`src/rtl/om_pkg.sv`:
```
// Shared types and constants for the radix-2 online multiplier controller and datapath.
package om_pkg;

  localparam logic [1:0] SD_POS  = 2'b10;
  localparam logic [1:0] SD_NEG  = 2'b01;
  localparam logic [1:0] SD_ZERO = 2'b00;
  localparam logic [1:0] SD_BAD  = 2'b11;

  localparam int OM_N     = 12;
  localparam int OM_DELTA = 3;

  typedef enum logic [2:0] {
    IDLE,
    INIT,
    RUN,
    FLUSH,
    DRAIN
  } om_state_e;

  // The illegal code is forwarded as zero so the datapath never sees it.
  function automatic logic [1:0] sd_sanitize(input logic [1:0] d);
    return (d == SD_BAD) ? SD_ZERO : d;
  endfunction

endpackage

```
`src/rtl/om_out_reg.sv`:
```
// Single-entry output holding stage: product digit valid/last with ready/valid backpressure.
module om_out_reg (
  input  logic clk,
  input  logic rst_n,
  input  logic load_i,
  input  logic last_i,
  input  logic ready_i,
  output logic valid_o,
  output logic last_o
);

  logic valid_q, valid_d;
  logic last_q, last_d;

  always_comb begin
    valid_d = valid_q;
    last_d  = last_q;
    // A new digit wins over a same-cycle accept, so valid stays high.
    if (load_i) begin
      valid_d = 1'b1;
      last_d  = last_i;
    end else if (ready_i) begin
      valid_d = 1'b0;
    end
  end

  always_ff @(posedge clk or negedge rst_n) begin
    if (!rst_n) begin
      valid_q <= 1'b0;
      last_q  <= 1'b0;
    end else begin
      valid_q <= valid_d;
      last_q  <= last_d;
    end
  end

  assign valid_o = valid_q;
  assign last_o  = valid_q & last_q;

endmodule

```
`src/rtl/online_mult_ctrl.sv`:
```
// Online multiplier sequencer: INIT/RUN/FLUSH/DRAIN stepping with in/out handshakes.
// Optional OM_CTRL_STALL_CNT_EN adds a saturating 16-bit stall_cnt output.
module online_mult_ctrl
  import om_pkg::*;
#(
  parameter  int N     = OM_N,
  parameter  int DELTA = OM_DELTA,
  localparam int CW    = $clog2(N + DELTA + 1)
) (
  input  logic          clk,
  input  logic          rst_n,
  input  logic          start,
  input  logic          in_valid,
  output logic          in_ready,
  input  logic [1:0]    x_digit,
  input  logic [1:0]    y_digit,
  input  logic          out_ready,
  output logic [1:0]    x_app_digit,
  output logic [1:0]    y_app_digit,
  output logic          app_en,
  output logic          csa_en,
  output logic          res_clr,
  output logic          sel_en,
  output logic          out_valid,
  output logic          out_last,
  output logic [CW-1:0] step,
  output logic          busy,
  output logic          done,
  output logic          dig_err
`ifdef OM_CTRL_STALL_CNT_EN
  ,
  output logic [15:0]   stall_cnt
`endif
);

  localparam logic [CW-1:0] K_INIT_END  = CW'(DELTA - 1);
  localparam logic [CW-1:0] K_RUN_END   = CW'(N - 1);
  localparam logic [CW-1:0] K_FLUSH_END = CW'(N + DELTA - 1);
  localparam logic [CW-1:0] K_SEL       = CW'(DELTA);

  om_state_e     state_q, state_d;
  logic [CW-1:0] k_q, k_d;
  logic          done_q, done_d;
  logic          dig_err_q, dig_err_d;

  logic          in_phase;
  logic          ostall;
  logic          fire;
  logic          last_step;

  assign ostall = out_valid & ~out_ready;

  always_comb begin
    in_phase = (state_q == INIT) || (state_q == RUN);
    fire     = 1'b0;
    if (in_phase) begin
      fire = in_valid & ~ostall;
    end else if (state_q == FLUSH) begin
      fire = ~ostall;
    end
  end

  always_comb begin
    state_d   = state_q;
    k_d       = k_q;
    done_d    = 1'b0;
    dig_err_d = dig_err_q;
    if (fire) begin
      k_d = k_q + CW'(1);
    end
    unique case (state_q)
      IDLE: begin
        if (start) begin
          state_d   = INIT;
          k_d       = '0;
          dig_err_d = 1'b0;
        end
      end
      INIT:  if (fire && (k_q == K_INIT_END))  state_d = RUN;
      RUN:   if (fire && (k_q == K_RUN_END))   state_d = FLUSH;
      FLUSH: if (fire && (k_q == K_FLUSH_END)) state_d = DRAIN;
      DRAIN: begin
        // done occupies its own DRAIN cycle so a coincident start is still ignored.
        if (done_q) begin
          state_d = IDLE;
          k_d     = '0;
        end else if (out_valid && out_ready && out_last) begin
          done_d = 1'b1;
        end
      end
      default: state_d = IDLE;
    endcase
    if (in_phase && fire && ((x_digit == SD_BAD) || (y_digit == SD_BAD))) begin
      dig_err_d = 1'b1;
    end
  end

  always_ff @(posedge clk or negedge rst_n) begin
    if (!rst_n) begin
      state_q   <= IDLE;
      k_q       <= '0;
      done_q    <= 1'b0;
      dig_err_q <= 1'b0;
    end else begin
      state_q   <= state_d;
      k_q       <= k_d;
      done_q    <= done_d;
      dig_err_q <= dig_err_d;
    end
  end

  assign in_ready    = in_phase & ~ostall;
  assign app_en      = fire;
  assign csa_en      = fire;
  assign res_clr     = fire & (k_q == '0);
  assign sel_en      = fire & (k_q >= K_SEL);
  assign x_app_digit = in_phase ? sd_sanitize(x_digit) : SD_ZERO;
  assign y_app_digit = in_phase ? sd_sanitize(y_digit) : SD_ZERO;
  assign step        = k_q;
  assign busy        = (state_q != IDLE);
  assign done        = done_q;
  assign dig_err     = dig_err_q;
  assign last_step   = (k_q == K_FLUSH_END);

  om_out_reg u_out_reg (
    .clk     (clk),
    .rst_n   (rst_n),
    .load_i  (sel_en),
    .last_i  (last_step),
    .ready_i (out_ready),
    .valid_o (out_valid),
    .last_o  (out_last)
  );

`ifdef OM_CTRL_STALL_CNT_EN
  logic [15:0] stall_q, stall_d;

  always_comb begin
    stall_d = stall_q;
    if ((state_q == IDLE) && start) begin
      stall_d = '0;
    end else if ((in_phase || (state_q == FLUSH)) && !fire && (stall_q != '1)) begin
      stall_d = stall_q + 16'd1;
    end
  end

  always_ff @(posedge clk or negedge rst_n) begin
    if (!rst_n) begin
      stall_q <= '0;
    end else begin
      stall_q <= stall_d;
    end
  end

  assign stall_cnt = stall_q;
`endif

endmodule

```
`config.mk`:
```
export PLATFORM = sky130hd
export DESIGN_NAME = online_mult_ctrl
export DESIGN_NICKNAME = d
export VERILOG_FILES = /design/src/rtl/om_pkg.sv /design/src/rtl/om_out_reg.sv /design/src/rtl/online_mult_ctrl.sv
export SDC_FILE = /design/constraint.sdc
export NUM_CORES = 1
export LEC_CHECK = 0
export CORE_MARGIN = 2
export CORE_UTILIZATION = 45
export DETAILED_ROUTE_END_ITERATION = 7
export PLACE_DENSITY = 0.83
export SYNTH_ARGS = -nofsm -noshare
export SYNTH_HDL_FRONTEND = slang
export SYNTH_SLANG_ARGS = --single-unit
export TNS_END_PERCENT = 30
```
`constraint.sdc`:
```
create_clock -name clk -period 2.9 [get_ports clk]
set_input_delay 0.58 -clock clk [delete_from_list [all_inputs] [get_ports clk]]
set_output_delay 0.58 -clock clk [all_outputs]
set_load 0.02 [all_outputs]
```
==> summary.md <==
| Metric | Value |
|---|---|
| Most frequent cells in the layout | `clkdlybuf4s50_1, dfrtp_1, inv_1` |
| Initial DRT Pass Iterations | `4` |
| GPL Wtd Cong | `0.809` |
| RSZ-0062 raised after global routing | `false` |
| Critical Path Fanout Max | `3` |
| Worst R2R Path Depth | `5` |
| Reg2Reg Launch Point | `state_q[0]` |
| Inserted Diodes | `0` |
| First-pass GRT wire length | `3190 µm` |
| Hold_ws | `504 ps` |
| Max Clk Rate | `356 MHz` |
| Die ar. | `2020 µm²` |
| R2r setup slk | `1380 ps` |
| Io pins | `27` |
| P_int | `0.598 mW` |
| Startpoint Class | `input port` |
| Post-synth EDFFs | `0` |
| Die height | `44.9 µm` |
| CTS Root Cell | `clkbuf_4` |
| Sw Share | `0.452` |
| DRC Markers | `0` |
| #FFs+latches synth | `11` |
| DIE WIDTH | `44.9 µm` |
| Port bufs | `26` |
| Clock tree buffer depth | `2` |
| Later-pin clock latency in the skew report | `270 ps` |
| CP max-delay cell | `clkdlybuf4s50_1` |
| Initial Utilization | `0.489` |
| Post-layout util | `0.695` |
| Via density | `5.81` |
| Crit path capture | `sel_en` |
| CTS tree | `built` |
| Pwr per Cell Area | `1020 nW/µm²` |
| H-tree levels | `1` |
| Final #Nets | `121` |
| CP required | `2320 ps` |
| Final Max Slew Viols | `0` |
| Syn Area/Cell | `9.78 µm²` |
| Least-Margin Pin Slew | `529 ps` |
| CP Launch Point | `in_valid` |
| Setup violations, final | `0` |
| Status | `finished, final reports clean` |
| Core Region | `1540 µm²` |
| Worst setup EP type | `output port` |
| Sink Count | `11` |
| Placed cell count | `120` |
| Post-Syn Area | `753 µm²` |
| Final Cell Area | `1070 µm²` |
| Site Rows | `14` |
| Worst setup path category | `input port to output port` |
| Seq/Total Area, Yosys | `0.365` |
| Worst EP arrival | `2230 ps` |
| CP peak stage delay | `590 ps` |
| Power share of the sequential group | `0.288` |
| Pin count of the biggest net entering global routing | `12` |
| Final Non-Filler Cells | `124` |
| Max-cap violation count | `0` |
| Vias | `720` |
| Clock slew at reported path FFs | `70 ps` |
| Clock network power share | `0.099` |
| Postcts setup bufs | `0` |
| Area Growth Syn to Fin | `42.2%` |
| Initial antenna violation count | `0` |
| LEAKAGE | `0.484 nW` |
| Synth warnings | `0` |
| Total Routed Length | `1930 µm` |
| Setup TNS | `0 ps` |
| Endpoints failing hold | `0` |
| Async set-reset flop share out of synthesis | `1.00` |
| Commonest non-fill, non-tap cell in the layout | `clkdlybuf4s50_1` |
| Worst slew margin | `0.647` |
| Total power | `1.09 mW` |
| Net Sw Power | `0.494 mW` |
| DRT antenna net count | `0` |
| Fin worst setup slack | `93.7 ps` |
| Logic pwr share | `0.613` |
| Worst clock skew | `2.87 ps` |
| Worst IR Drop VDD | `0.638 mV` |
| DR WL/cell | `15.6 µm` |
| Mapped Cells | `77` |
| Worst slack at placement | `-51.3 ps` |
| HPWL after DPL | `1440 µm` |
| Post-synth cell types | `34` |
| Num CTS Buffers | `3` |
| Initial DRC count | `29` |
| Final period utilization | `0.968` |
| Final Critical Period | `2810 ps` |
| GRT Util Overall | `0.221` |
| Number of global-route vias before repair | `711` |
| CP dominant cell by count | `clkdlybuf4s50_1` |
| Area after DPL | `1040 µm²` |
| Share of layout cells above drive strength 1 | `0.120` |
| Synth Flop Type | `dfrtp_1` |
| RR Endpoint | `u_out_reg.last_q` |
| Global route overflow | `0` |
| HP Class | `flop to flop` |
| Syn nets | `89` |
| Worst path cell trace | `clkdlybuf4s50_1, maj3_2, buf_4, nand4b_1, inv_1, clkdlybuf4s50_1` |
-- worst max-delay path: cells and delay by family --
kind | cells | cell delay [ps]
adder cells (fa/ha/maj) | 1 | 240
buffers and inverters | 4 | 1290
AND/OR/NAND/NOR | 1 | 110
-- kinds of logic (layout without fill, tap and decap cells) --
group           after synthesis  in the layout  synth area share
fa+ha+maj                     4              4            0.0648
compound gates               12             12             0.103
simple gates                 30             30             0.289
buf+inv                      13             44            0.0864
xor+xnor                      1              1            0.0116
flops                        11             11             0.365
mux                           6              6            0.0797
-- how the worst min path moves through the flow --
| stage | endpoint | start | slack [ps] | depth (start not counted) |
|---|---|---|---|---|
| after global routing | u_out_reg.last_q | u_out_reg.last_q | 560 | 2 |
| after floorplan | dig_err | rst_n | 280 | 0 |
| after detailed placement | dig_err | dig_err | 490 | 2 |
| final | dig_err | dig_err | 500 | 2 |
| after global placement | dig_err | dig_err | 480 | 2 |
| after CTS | dig_err | dig_err | 500 | 2 |
-- layer usage --
metal / up-vias / share of wire / global-route usage / routed length, µm
met5: - / 0 / 0 / 0
met3: 6 / 0.052 / 0.0400 / 100
li1: 339 / - / - / -
met1: 347 / 0.46 / 0.312 / 881
met4: 0 / 0.020 / 0.124 / 39
met2: 28 / 0.47 / 0.319 / 907
-- synth_stat cells, types with 2 or more instances --
cell / n / area, µm²
nand3_1: 2 / 10.0
and4b_1: 2 / 20.0
nor2_1: 2 / 7.51
nand2b_1: 2 / 12.5
nand4b_1: 3 / 26.3
buf_4: 2 / 15.0
nor3b_1: 4 / 30.0
nor2b_1: 2 / 12.5
nor4b_1: 2 / 17.5
or3_1: 2 / 12.5
nand2_1: 2 / 7.51
o21ai_0: 5 / 25.0
inv_1: 8 / 30.0
dfrtp_1: 11 / 275
ha_1: 3 / 37.5
mux2i_1: 6 / 60.1
o31ai_1: 2 / 15.0
-- flip-flops by register name, indices dropped and copies added, names as in the netlist --
signal,flops
dig_err,1
u_out_reg.last_q,1
state_q,3
step,4
done,1
u_out_reg.valid_o,1
-- power groups by stage --
stage	registers, mW	logic, mW	clock network (mW)
3_3_place_gp	0.308	0.655	0
2_1_floorplan	0.320	0.369	0
6_report	0.315	0.670	0.108
5_1_grt	0.326	0.720	0.117
4_1_cts	0.308	0.673	0.111
3_5_place_dp	0.310	0.671	0
-- final cells by class --
type,instances,area [µm²]
multi-input cells,53,415
fillers,128,470
inverters,8,30.0
clock buffers,4,26.3
well taps,16,20.0
flip-flops and latches,11,275
repair buffers,32,304
-- repair_timing --
action,CTS,global route
gates resized for setup,1,1
setup endpoints to repair,1,1
hold buffers,0,0
gates cloned,0,0
No activity file was read; power rests on OpenSTA's default activity.
